### src/rtl/debouncer_pkg.sv
// -----------------------------------------------------------------------------
// debouncer_pkg
// Shared helpers for the multi-channel push-button debouncer.
//   clog2       : ceiling log2 used to size counters at elaboration time
//   cnt_width   : counter width for a range of 'count' values, never below 1 bit
//   idle_level  : raw pin level of a released button for a given polarity
// -----------------------------------------------------------------------------
package debouncer_pkg;

    // Narrowest legal counter; a zero-width vector cannot be declared.
    localparam int MIN_CNT_W   = 1;
    // Depth of the metastability synchroniser ahead of the stability counter.
    localparam int SYNC_STAGES = 2;

    function automatic int clog2(input int value);
        int result;
        int rem;
        result = 0;
        for (rem = value - 1; rem > 0; rem = rem >> 1) begin
            result = result + 1;
        end
        return result;
    endfunction

    function automatic int cnt_width(input int count);
        return (clog2(count) < MIN_CNT_W) ? MIN_CNT_W : clog2(count);
    endfunction

    function automatic logic idle_level(input int active_low);
        return (active_low != 0);
    endfunction

endpackage

### src/rtl/debounce_channel.sv
// -----------------------------------------------------------------------------
// debounce_channel
// One push-button channel: 2-FF synchroniser, stability counter advanced by the
// shared prescaler tick, debounced level with one-cycle press/release pulses
// and an optional long-press pulse.
// Build option: DEBOUNCER_LONGPRESS_EN enables the hold counter; when it is not
// defined the hold output is tied low.
// Ports:
//   clk     in  system clock
//   rst     in  synchronous, active-high reset
//   tick    in  shared sample tick (one clk cycle wide)
//   pb_raw  in  raw asynchronous button pin
//   state   out debounced level, 1 = pressed
//   down    out one-cycle pulse on debounced press
//   up      out one-cycle pulse on debounced release
//   hold    out one-cycle pulse on long press
// -----------------------------------------------------------------------------
module debounce_channel
    import debouncer_pkg::*;
#(
    parameter int ACTIVE_LOW   = 1,
    parameter int STABLE_TICKS = 3,
    parameter int HOLD_TICKS   = 8
) (
    input  logic clk,
    input  logic rst,
    input  logic tick,
    input  logic pb_raw,
    output logic state,
    output logic down,
    output logic up,
    output logic hold
);

    localparam int                CNT_W   = cnt_width(STABLE_TICKS);
    localparam logic [CNT_W-1:0]  CNT_MAX = CNT_W'(STABLE_TICKS - 1);
    localparam logic              IDLE    = idle_level(ACTIVE_LOW);

    logic             sync_p0;
    logic             sync_p1;
    logic             pressed_s;
    logic [CNT_W-1:0] cnt;

    // ---- stage p0/p1: synchroniser, preset to the released pin level ----
    always_ff @(posedge clk) begin
        if (rst) begin
            sync_p0 <= IDLE;
            sync_p1 <= IDLE;
        end else begin
            sync_p0 <= pb_raw;
            sync_p1 <= sync_p0;
        end
    end

    assign pressed_s = sync_p1 ^ IDLE;

    // ---- stage p2: stability counter, debounced level and edge pulses ----
    // Any sample agreeing with the current level clears the count, so only an
    // uninterrupted run of STABLE_TICKS differing ticks flips the state.
    always_ff @(posedge clk) begin
        if (rst) begin
            cnt   <= '0;
            state <= 1'b0;
            down  <= 1'b0;
            up    <= 1'b0;
        end else begin
            down <= 1'b0;
            up   <= 1'b0;
            if (pressed_s == state) begin
                cnt <= '0;
            end else if (tick) begin
                if (cnt == CNT_MAX) begin
                    cnt   <= '0;
                    state <= ~state;
                    down  <= ~state;
                    up    <= state;
                end else begin
                    cnt <= cnt + 1'b1;
                end
            end
        end
    end

`ifdef DEBOUNCER_LONGPRESS_EN
    localparam int                HOLD_W   = clog2(HOLD_TICKS + 1);
    localparam logic [HOLD_W-1:0] HOLD_MAX = HOLD_W'(HOLD_TICKS);
    localparam logic [HOLD_W-1:0] HOLD_PRE = HOLD_W'(HOLD_TICKS - 1);

    logic [HOLD_W-1:0] hold_cnt;

    function automatic logic [HOLD_W-1:0] sat_inc(input logic [HOLD_W-1:0] value);
        return (value == HOLD_MAX) ? value : value + 1'b1;
    endfunction

    // ---- stage p3: long-press counter ----
    // Saturation at HOLD_TICKS keeps the pulse to a single one per press.
    always_ff @(posedge clk) begin
        if (rst || !state || down) begin
            hold_cnt <= '0;
            hold     <= 1'b0;
        end else begin
            hold <= 1'b0;
            if (tick) begin
                hold_cnt <= sat_inc(hold_cnt);
                hold     <= (hold_cnt == HOLD_PRE);
            end
        end
    end
`else
    // Keeps HOLD_TICKS referenced when the long-press logic is compiled out.
    logic unused_hold_cfg;
    assign unused_hold_cfg = (HOLD_TICKS > 0);
    assign hold            = 1'b0;
`endif

endmodule

### src/rtl/debouncer_multi.sv
// -----------------------------------------------------------------------------
// debouncer_multi
// N-channel push-button debouncer between the board buttons and the UART
// control/test logic. A single prescaler produces the sample tick shared by
// every channel; each channel is an independent debounce_channel instance.
// Build option: DEBOUNCER_LONGPRESS_EN enables long-press detection (PB_hold);
// without it PB_hold is constant 0 and the port list is unchanged.
// Ports:
//   clk       in  system clock
//   rst       in  synchronous, active-high reset
//   PB        in  [N_CH] raw asynchronous button inputs
//   PB_state  out [N_CH] debounced level, 1 = pressed
//   PB_down   out [N_CH] one-cycle pulse on debounced press
//   PB_up     out [N_CH] one-cycle pulse on debounced release
//   PB_hold   out [N_CH] one-cycle pulse on long press
// -----------------------------------------------------------------------------
module debouncer_multi
    import debouncer_pkg::*;
#(
    parameter int N_CH         = 2,
    parameter int ACTIVE_LOW   = 1,
    parameter int TICK_DIV     = 4,
    parameter int STABLE_TICKS = 3,
    parameter int HOLD_TICKS   = 8
) (
    input  logic            clk,
    input  logic            rst,
    input  logic [N_CH-1:0] PB,
    output logic [N_CH-1:0] PB_state,
    output logic [N_CH-1:0] PB_down,
    output logic [N_CH-1:0] PB_up,
    output logic [N_CH-1:0] PB_hold
);

    localparam int                  PRESC_W   = cnt_width(TICK_DIV);
    localparam logic [PRESC_W-1:0]  PRESC_MAX = PRESC_W'(TICK_DIV - 1);

    logic [PRESC_W-1:0] presc_cnt;
    logic               tick;

    // With TICK_DIV=1 the counter sits at 0 == PRESC_MAX, so tick is constant 1.
    assign tick = (presc_cnt == PRESC_MAX);

    // ---- prescaler: 0..TICK_DIV-1, tick in the terminal-count cycle ----
    always_ff @(posedge clk) begin
        if (rst || tick) begin
            presc_cnt <= '0;
        end else begin
            presc_cnt <= presc_cnt + 1'b1;
        end
    end

    for (genvar g = 0; g < N_CH; g++) begin : g_ch
        debounce_channel #(
            .ACTIVE_LOW   (ACTIVE_LOW),
            .STABLE_TICKS (STABLE_TICKS),
            .HOLD_TICKS   (HOLD_TICKS)
        ) u_ch (
            .clk    (clk),
            .rst    (rst),
            .tick   (tick),
            .pb_raw (PB[g]),
            .state  (PB_state[g]),
            .down   (PB_down[g]),
            .up     (PB_up[g]),
            .hold   (PB_hold[g])
        );
    end

endmodule
### config.mk
export PLATFORM = sky130hd
export DESIGN_NAME = debouncer_multi
export DESIGN_NICKNAME = d
export VERILOG_FILES = /design/src/rtl/debouncer_pkg.sv /design/src/rtl/debounce_channel.sv /design/src/rtl/debouncer_multi.sv
export SDC_FILE = /design/constraint.sdc
export NUM_CORES = 1
export LEC_CHECK = 0
export ABC_AREA = 1
export CAP_MARGIN = 30
export CORE_UTILIZATION = 45
export DETAILED_ROUTE_END_ITERATION = 6
export HOLD_SLACK_MARGIN = 0.15
export PLACE_DENSITY = 0.72
export SETUP_SLACK_MARGIN = 0.02
export SLEW_MARGIN = 5
export SYNTH_ARGS = -nofsm -noshare
export SYNTH_HDL_FRONTEND = slang
export SYNTH_HIERARCHICAL = 1
export SYNTH_SLANG_ARGS = --single-unit
### constraint.sdc
create_clock -name clk -period 1.28 [get_ports clk]
set_input_delay 0.128 -clock clk [delete_from_list [all_inputs] [get_ports clk]]
set_output_delay 0.128 -clock clk [all_outputs]
set_load 0.01 [all_outputs]
==> results by group <==
Pwr
  – Power Total: 900 uW
  – Pint: 709 uW
  – Switch share: 21.2%
  – Pwr/cell area: 1180 nW/um2
  – Maximum VDD drop: 0.729 mV
  – Sequential fraction of design power: 57.5%
  – Clock share of power: 36.4%
  – LEAKAGE: 0.440 nW
  – P_sw: 191 uW
  – Combinational share of power: 6.1%

Die
  – DIE HEIGHT: 39.4 um
  – Number of core rows: 13
  – Ports: 12
  – Die Wd: 39.4 um
  – Core ar.: 1300 um2
  – Initial Util: 48.3%
  – Die ar.: 1550 um2

Global route
  – First-pass GRT wire length: 1.30 mm
  – Largest net degree at the start of global routing: 12
  – Number of global-route vias before repair: 324
  – Initial antenna violation count: 0
  – Gr ovfl total: 0
  – Total GRT Usage: 12.9%

Clock network
  – Clk_lat worst skew: 280 ps
  – CTS tree: yes
  – Num CTS Buffers: 3
  – Sink Count: 16
  – Clock Pin Slew Worst Setup and Hold Paths: 90 ps
  – Post-CTS Hold Buffers: 0
  – CTS H-tree depth: 1
  – Post CTS Setup Buffer Count: 0
  – CTS max path bufs: 2
  – Root Driver: clkbuf_4

Synth
  – Syn nets: 90
  – Synth warn: 6
  – Most frequent cell after synthesis: nor2_1
  – Post-synthesis simple-gate area fraction: 31.7%
  – Number of enable flip-flop cells after synthesis: 0
  – Unique cell type count in the Yosys netlist: 12
  – Synth area leaders: dfxtp_1, nor2_1, inv_1
  – Synth Register Bits: 16
  – Sequential area share after synthesis: 51.0%
  – Most used DFF post-synth: dfxtp_1
  – Netlist Area Pre-Place: 628 um2
  – Mapped Avg Cell Area: 7.39 um2
  – Post-Synth Adder-Cell Area: 1.99%
  – Compound-cell area share of the yosys netlist: 1.59%
  – Synth area leader: dfxtp_1
  – Post-synthesis cell count: 85
  – Fraction of registers with async set/reset: 0%
  – Main combinational cell family by area after synthesis: simple AND/OR/NAND/NOR gates
  – Mux cell area share after synthesis: 0%
  – XOR/XNOR Fraction of Synth Area: 0%
  – Most instantiated cells after synthesis: nor2_1, inv_1, dfxtp_1, nand2_1
  – Share of Yosys cell area claimed by the top area cell type: 51.0%

Critical path
  – Worst Path Max Fanout: 4
  – Crit Path Class: register to output port
  – Max incr delay on CP: 380 ps
  – Setup crit start kind: register
  – Critical Path RT: 1150 ps
  – CP Capture Type: output port
  – Crit path DAT: 940 ps
  – CP delay by family, top: flip-flops
  – CP Cell Sequence: dlygate4sd2_1
  – CP Buf/Inv Count: 1
  – Slowest cell on the critical path: dfxtp_1

Flow run
  – Max Cap Violations: 0

Cells and area
  – Finished Core Util: 58.5%
  – Fin area: 761 um2
  – Post-layout net count: 102
  – Layout cells sized above 1: 11.5%
  – Multi-input gate area: 231 um2
  – Fillers: 122
  – Area Growth Syn to Fin: 21.1%
  – ANT cells: 0
  – FF/Latch Area: 320 um2

Placement
  – # port buffers: 9
  – Placer Congestion: 0.739
  – Placed instance area: 722 um2
  – Post-DP HPWL: 674 um

STA
  – Setup TNS: 0 ps
  – RSZ-0062 raised after global routing: no
  – Final setup fails: 0
  – Fin crit period: 1070 ps
  – Clock Skews: 1.45 ps
  – Final Max Tran Viols: 0
  – Fin crit share: 83.6%
  – Fmax: 934 MHz
  – Final number of hold-violating endpoints: 0

Detailed routing
  – WL/cell: 7.92 um
  – WL final: 879 um
  – Post-route DRC: 0
  – Routed Antenna Nets: 0
  – Drt pass-1 iters: 5
  – Total number of vias: 486
  – Initial DRC Count: 21
  – Routed vias/inst: 4.38

Worst hold path
  – Worst Hold Class: input pin to register

Outcome
  – Status: complete, no violations
-- timing repair --
| action | CTS | global route |
|---|---|---|
| endpoints found under the hold margin | 0 | 0 |
| resized for setup | 4 | 3 |
| cloned | 0 | 0 |
| endpoints found under the setup margin | 4 | 4 |
-- power by group through the flow --
stage / clock network, mW / registers (mW) / logic, mW
floorplan: 0 / 0.528 / 0.0424
CTS: 0.341 / 0.517 / 0.0541
global route: 0.354 / 0.519 / 0.0655
finish: 0.328 / 0.517 / 0.0547
global placement: 0 / 0.528 / 0.0526
detailed placement: 0 / 0.529 / 0.0538
-- layout make-up --
type                       instances  share of cell area [%]
sequential                        16                    42.1
multi-input combinational         50                    30.4
clock buffer                       4                    4.77
timing repair buffer               9                    11.8
tap                               15                    2.47
inverter                          17                    8.39
-- final timing paths --
check             slack (ps)                  from                   end  cells after the start
hold / removal           400                 PB[0]  g_ch[0].u_ch/sync_p0                      2
setup reg to reg         250          presc_cnt[0]       g_ch[1].u_ch/up                      5
setup / recovery         210    g_ch[0].u_ch/state           PB_state[0]                      1
hold reg to reg          410  g_ch[0].u_ch/sync_p0  g_ch[0].u_ch/sync_p1                      1
-- layout by cell type (no fill, tap or decap), drive strengths merged --
cell type / count
a21oi: 2
clkbuf: 4
clkdlybuf4s50: 3
conb: 2
dfxtp: 16
dlygate4sd2: 4
dlymetal6s2s: 2
ha: 1
inv: 17
nand2: 11
nand3: 4
nand4: 4
nor2: 22
or2: 4
-- stage by stage --
| step | hold WS [ps] | instances | setup WS (ps) |
|---|---|---|---|
| after detailed placement | 393 | 107 | 162 |
| after CTS | 393 | 111 | 20.5 |
| after global routing | 399 | 111 | 114 |
| final | 399 | 111 | 210 |
| after floorplan | 232 | 85 | 273 |
| after global placement | 395 | 107 | 174 |
-- flip-flops by register name, indices dropped and copies added, names as in the netlist --
| register | flops |
|---|---|
| g_ch.u_ch/sync_p0 | 2 |
| g_ch.u_ch/state | 2 |
| g_ch.u_ch/down | 2 |
| g_ch.u_ch/cnt | 4 |
| g_ch.u_ch/sync_p1 | 2 |
| presc_cnt | 2 |
| g_ch.u_ch/up | 2 |
-- per-layer routing --
metal | routed length, um | track usage (%) | part of all wire (%) | vias to the layer above
met5 | 0 | 0 | 0 | -
met2 | 390 | 16.7 | 44 | 8
met1 | 444 | 17.5 | 51 | 207
met3 | 29 | 3.41 | 3.3 | 2
met4 | 15 | 10.3 | 1.7 | 0
li1 | - | - | - | 269
-- cell families after synthesis --
family / count (synthesis)
flops: 16
fa+ha+maj: 1
compound gates: 2
simple gates: 45
buf+inv: 19
other cells: 2
(Power assumes the default switching activity.)
==> RTL edit 1: new RTL, config.mk and constraints unchanged <==
Add an input register stage for `PB`; this delays it by one clock.
--- a/src/rtl/debouncer_multi.sv
+++ b/src/rtl/debouncer_multi.sv
@@ -35,6 +35,12 @@
     localparam int                  PRESC_W   = cnt_width(TICK_DIV);
     localparam logic [PRESC_W-1:0]  PRESC_MAX = PRESC_W'(TICK_DIV - 1);
 
+    logic [N_CH-1:0] PB_q;
+
+    always_ff @(posedge clk) begin
+        PB_q <= PB;
+    end
+
     logic [PRESC_W-1:0] presc_cnt;
     logic               tick;
 
@@ -59,7 +65,7 @@
             .clk    (clk),
             .rst    (rst),
             .tick   (tick),
-            .pb_raw (PB[g]),
+            .pb_raw (PB_q[g]),
             .state  (PB_state[g]),
             .down   (PB_down[g]),
             .up     (PB_up[g]),
Check against the original RTL: same outputs for any inputs over 10 cycles, from zero or initial values and one cycle with rst high; that may be too few to reach the edited logic, so the function may still have changed.
==> RTL edit 1 against the original RTL <==
Routed wire length grew 7.3%. Critical path depth unchanged. Sequential cell count increased by 2. Die area up 6.0%. Maximum frequency fell by 2.2%. Utilization rose by 1.0 points. Synthesized area rose by 6.4%. Setup slack got worse by 0.024 ns. Critical endpoint is now PB_state[1]. Worst hold slack got worse by 0.13 ns. Total power is 10% higher. Combinational power grew 1%. Global-route usage grew 2.9 points. Design area increased by 4.3%.
==> RTL edit 1: results <==
{
  "synth_compound_area_share_pct": 1.50,
  "dr_total_vias": 513,
  "grt_pass1_vias": 409,
  "drive_gt1_share_pct": 11.2,
  "crit_start": "g_ch[1].u_ch/state$_SDFFE_PP0P_",
  "hpwl_um": 710,
  "wl_met3_um": 41,
  "status": "finished clean",
  "synthAdderAreaFrac_pct": 1.87,
  "ff2ff_setup_slack_ns": 0.23,
  "met1Wirelength_um": 466,
  "nets": 104,
  "hold_depth": 1,
  "post_drt_wl_per_cell_um": 8.35,
  "whs_endpoint": "PB_q[0]$_DFF_P_",
  "fill_cells": 129,
  "synth_area_leaders": "dfxtp_1 54%, nor2_1 11%, inv_1 9.6%",
  "gp_congestion": 0.701,
  "firstDrtPassIters": 4,
  "grtUsageMet3_pct": 5.00,
  "critPathCapture": "PB_state[1]",
  "fmax_mhz": 914,
  "met2_length_um": 409,
  "pre_cts_ws_ns": 0.157,
  "critPathArrivalTime_ns": 0.97,
  "p_leak_uw": 0.000429,
  "r2r-end": "g_ch[0].u_ch/down$_SDFF_PP0_",
  "grt_pass1_wl_um": 1630,
  "swShare_pct": 21.7,
  "drtIter0Drc": 8,
  "grt_use_met2_pct": 23.0,
  "synth_top_cells_by_count": "20 x nor2_1, 18 x dfxtp_1, 17 x inv_1",
  "finClkSkew_ns": 0.00144
}
-- RTL edit 1: layout make-up --
class | instances | area share, %
multi-input combinational | 50 | 29.2
timing repair buffer | 9 | 10.4
tap | 15 | 2.37
clock buffer | 4 | 4.57
sequential | 18 | 45.4
inverter | 17 | 8.04
-- RTL edit 1: power groups by stage --
stage	clock, uW	sequential (uW)	combinational, uW
2_1_floorplan	0	595	42.4
3_3_place_gp	0	596	52.7
3_5_place_dp	0	597	54.3
4_1_cts	361	584	54.5
5_1_grt	381	587	64.8
6_report	350	585	55.4
-- RTL edit 1: through the flow --
step	hold slack, ns	area [um2]	util [%]	instances
global route	0.251	793	59.5	113
global placement	0.393	762	57.1	109
floorplan	0.156	668	-	87
CTS	0.260	791	59.3	113
detailed placement	0.394	762	57.1	109
finish	0.270	793	59.5	113
-- RTL edit 1: timing repair --
item / in CTS / in global routing
endpoints found under the setup margin: 6 / 5
pin swaps: 0 / 0
resized for setup: 6 / 1
==> RTL edit 2: new RTL, config.mk and constraints unchanged <==
Without the edit above. Change the parameter `N_CH` from 2 to 4.
--- a/src/rtl/debouncer_multi.sv
+++ b/src/rtl/debouncer_multi.sv
@@ -17,7 +17,7 @@
 module debouncer_multi
     import debouncer_pkg::*;
 #(
-    parameter int N_CH         = 2,
+    parameter int N_CH         = 4,
     parameter int ACTIVE_LOW   = 1,
     parameter int TICK_DIV     = 4,
     parameter int STABLE_TICKS = 3,
Interface: changed (5 resized); port bits go from 12 to 22. No check against the original RTL was run, so the function may have changed too.
==> RTL edit 2 against the original RTL <==
Design area up 86%. Total power up 78%. Sequential cell count up 14. Synthesized area up 88%. Setup slack worse by 0.050 ns. Synthesized cell count up 89%. Routed wire length up 130%. Count of clock-buffer cells in the layout up 2. Critical path depth unchanged. Global-route usage up 5.1 points. Combinational power up 80%. Largest cell class unchanged. Highest routed layer unchanged.
==> RTL edit 2: results <==
{
  "synth_area_leaders": "dfxtp_1 51%, nor2_1 12%, inv_1 9.9%",
  "p_leak_uw": 0.000780,
  "met2_length_um": 1080,
  "wl_met3_um": 104,
  "netlist_instances": 161,
  "critPathArrivalTime_ns": 0.99,
  "dp.cells": 206,
  "regArea_um2": 602,
  "finClkSkew_ns": 0.00461,
  "synth-seq-area-share_pct": 50.8,
  "swShare_pct": 22.4,
  "cts_resized": 13,
  "firstDrtPassIters": 4,
  "clk_latency_ns": 0.32,
  "pre_cts_ws_ns": -0.0145,
  "grt_pass1_vias": 897,
  "synth_top_cells_by_count": "38 x nor2_1, 31 x inv_1, 30 x dfxtp_1",
  "largest_reg_flops": 8,
  "nets": 190,
  "syn_nets": 168,
  "fin_cells": 212,
  "drive_gt1_share_pct": 11.5,
  "synth.distinct_cells": 12,
  "drtIter0Drc": 25,
  "async_flop_share_pct": 0,
  "grt_pass1_wl_um": 3560,
  "numCtsBuffers": 5,
  "clk_pin_slew_ns": 0.08,
  "numPortBuffers": 17,
  "drt_wl_total_um": 2040,
  "hpwl_um": 1530,
  "track_usage_pct": 18.0,
  "fill_cells": 261,
  "grt_max_degree": 14,
  "status": "finished clean",
  "peakVddDrop_uv": 911,
  "gr-usage-met1_pct": 18.5,
  "placed_area_um2": 1370,
  "grt_use_met2_pct": 31.9,
  "met1Wirelength_um": 826,
  "grtUsageMet3_pct": 8.62
}
## RTL edit 2: final timing paths
| path | startpoint | depth (start not counted) | end | slack, ns |
|---|---|---|---|---|
| worst max-delay path | g_ch[2].u_ch/state$_SDFFE_PP0P_ | 1 | PB_state[2] | 0.16 |
| worst min-delay path | PB[3] | 2 | g_ch[3].u_ch/sync_p0$_SDFF_PP1_ | 0.36 |
| worst max register to register | presc_cnt[0]$_SDFF_PP0_ | 6 | g_ch[1].u_ch/cnt[0]$_SDFFE_PP0P_ | 0.19 |
| worst min register to register | g_ch[3].u_ch/sync_p0$_SDFF_PP1_ | 1 | g_ch[3].u_ch/sync_p1$_SDFF_PP1_ | 0.41 |
## RTL edit 2: power groups by stage
stage / Combinational [uW] / Sequential (uW) / Clock (uW)
3_3_place_gp: 92.5 / 982 / 0
2_1_floorplan: 71.9 / 981 / 0
3_5_place_dp: 99.0 / 983 / 0
4_1_cts: 99.8 / 961 / 555
5_1_grt: 116 / 963 / 601
6_report: 98.7 / 961 / 540
## RTL edit 2: logic make-up (layout without fill, tap and decap cells)
logic type / count (synthesis) / after routing / synth area share, %
other: 4 / 4 / 1.27
buffers and inverters: 35 / 56 / 12.4
and+or+nand+nor: 87 / 87 / 32.7
AOI/OAI and AO/OA: 4 / 4 / 1.69
DFF: 30 / 30 / 50.8
adders and majority gates: 1 / 1 / 1.06
## RTL edit 2: area by class of cell
| class | count | share of cell area (%) |
|---|---|---|
| Clock buffer | 6 | 3.63 |
| Inverter | 31 | 8.24 |
| Multi-Input combinational cell | 96 | 30.8 |
| Sequential cell | 30 | 42.6 |
| Tap cell | 30 | 2.66 |
| Timing Repair Buffer | 19 | 12.1 |
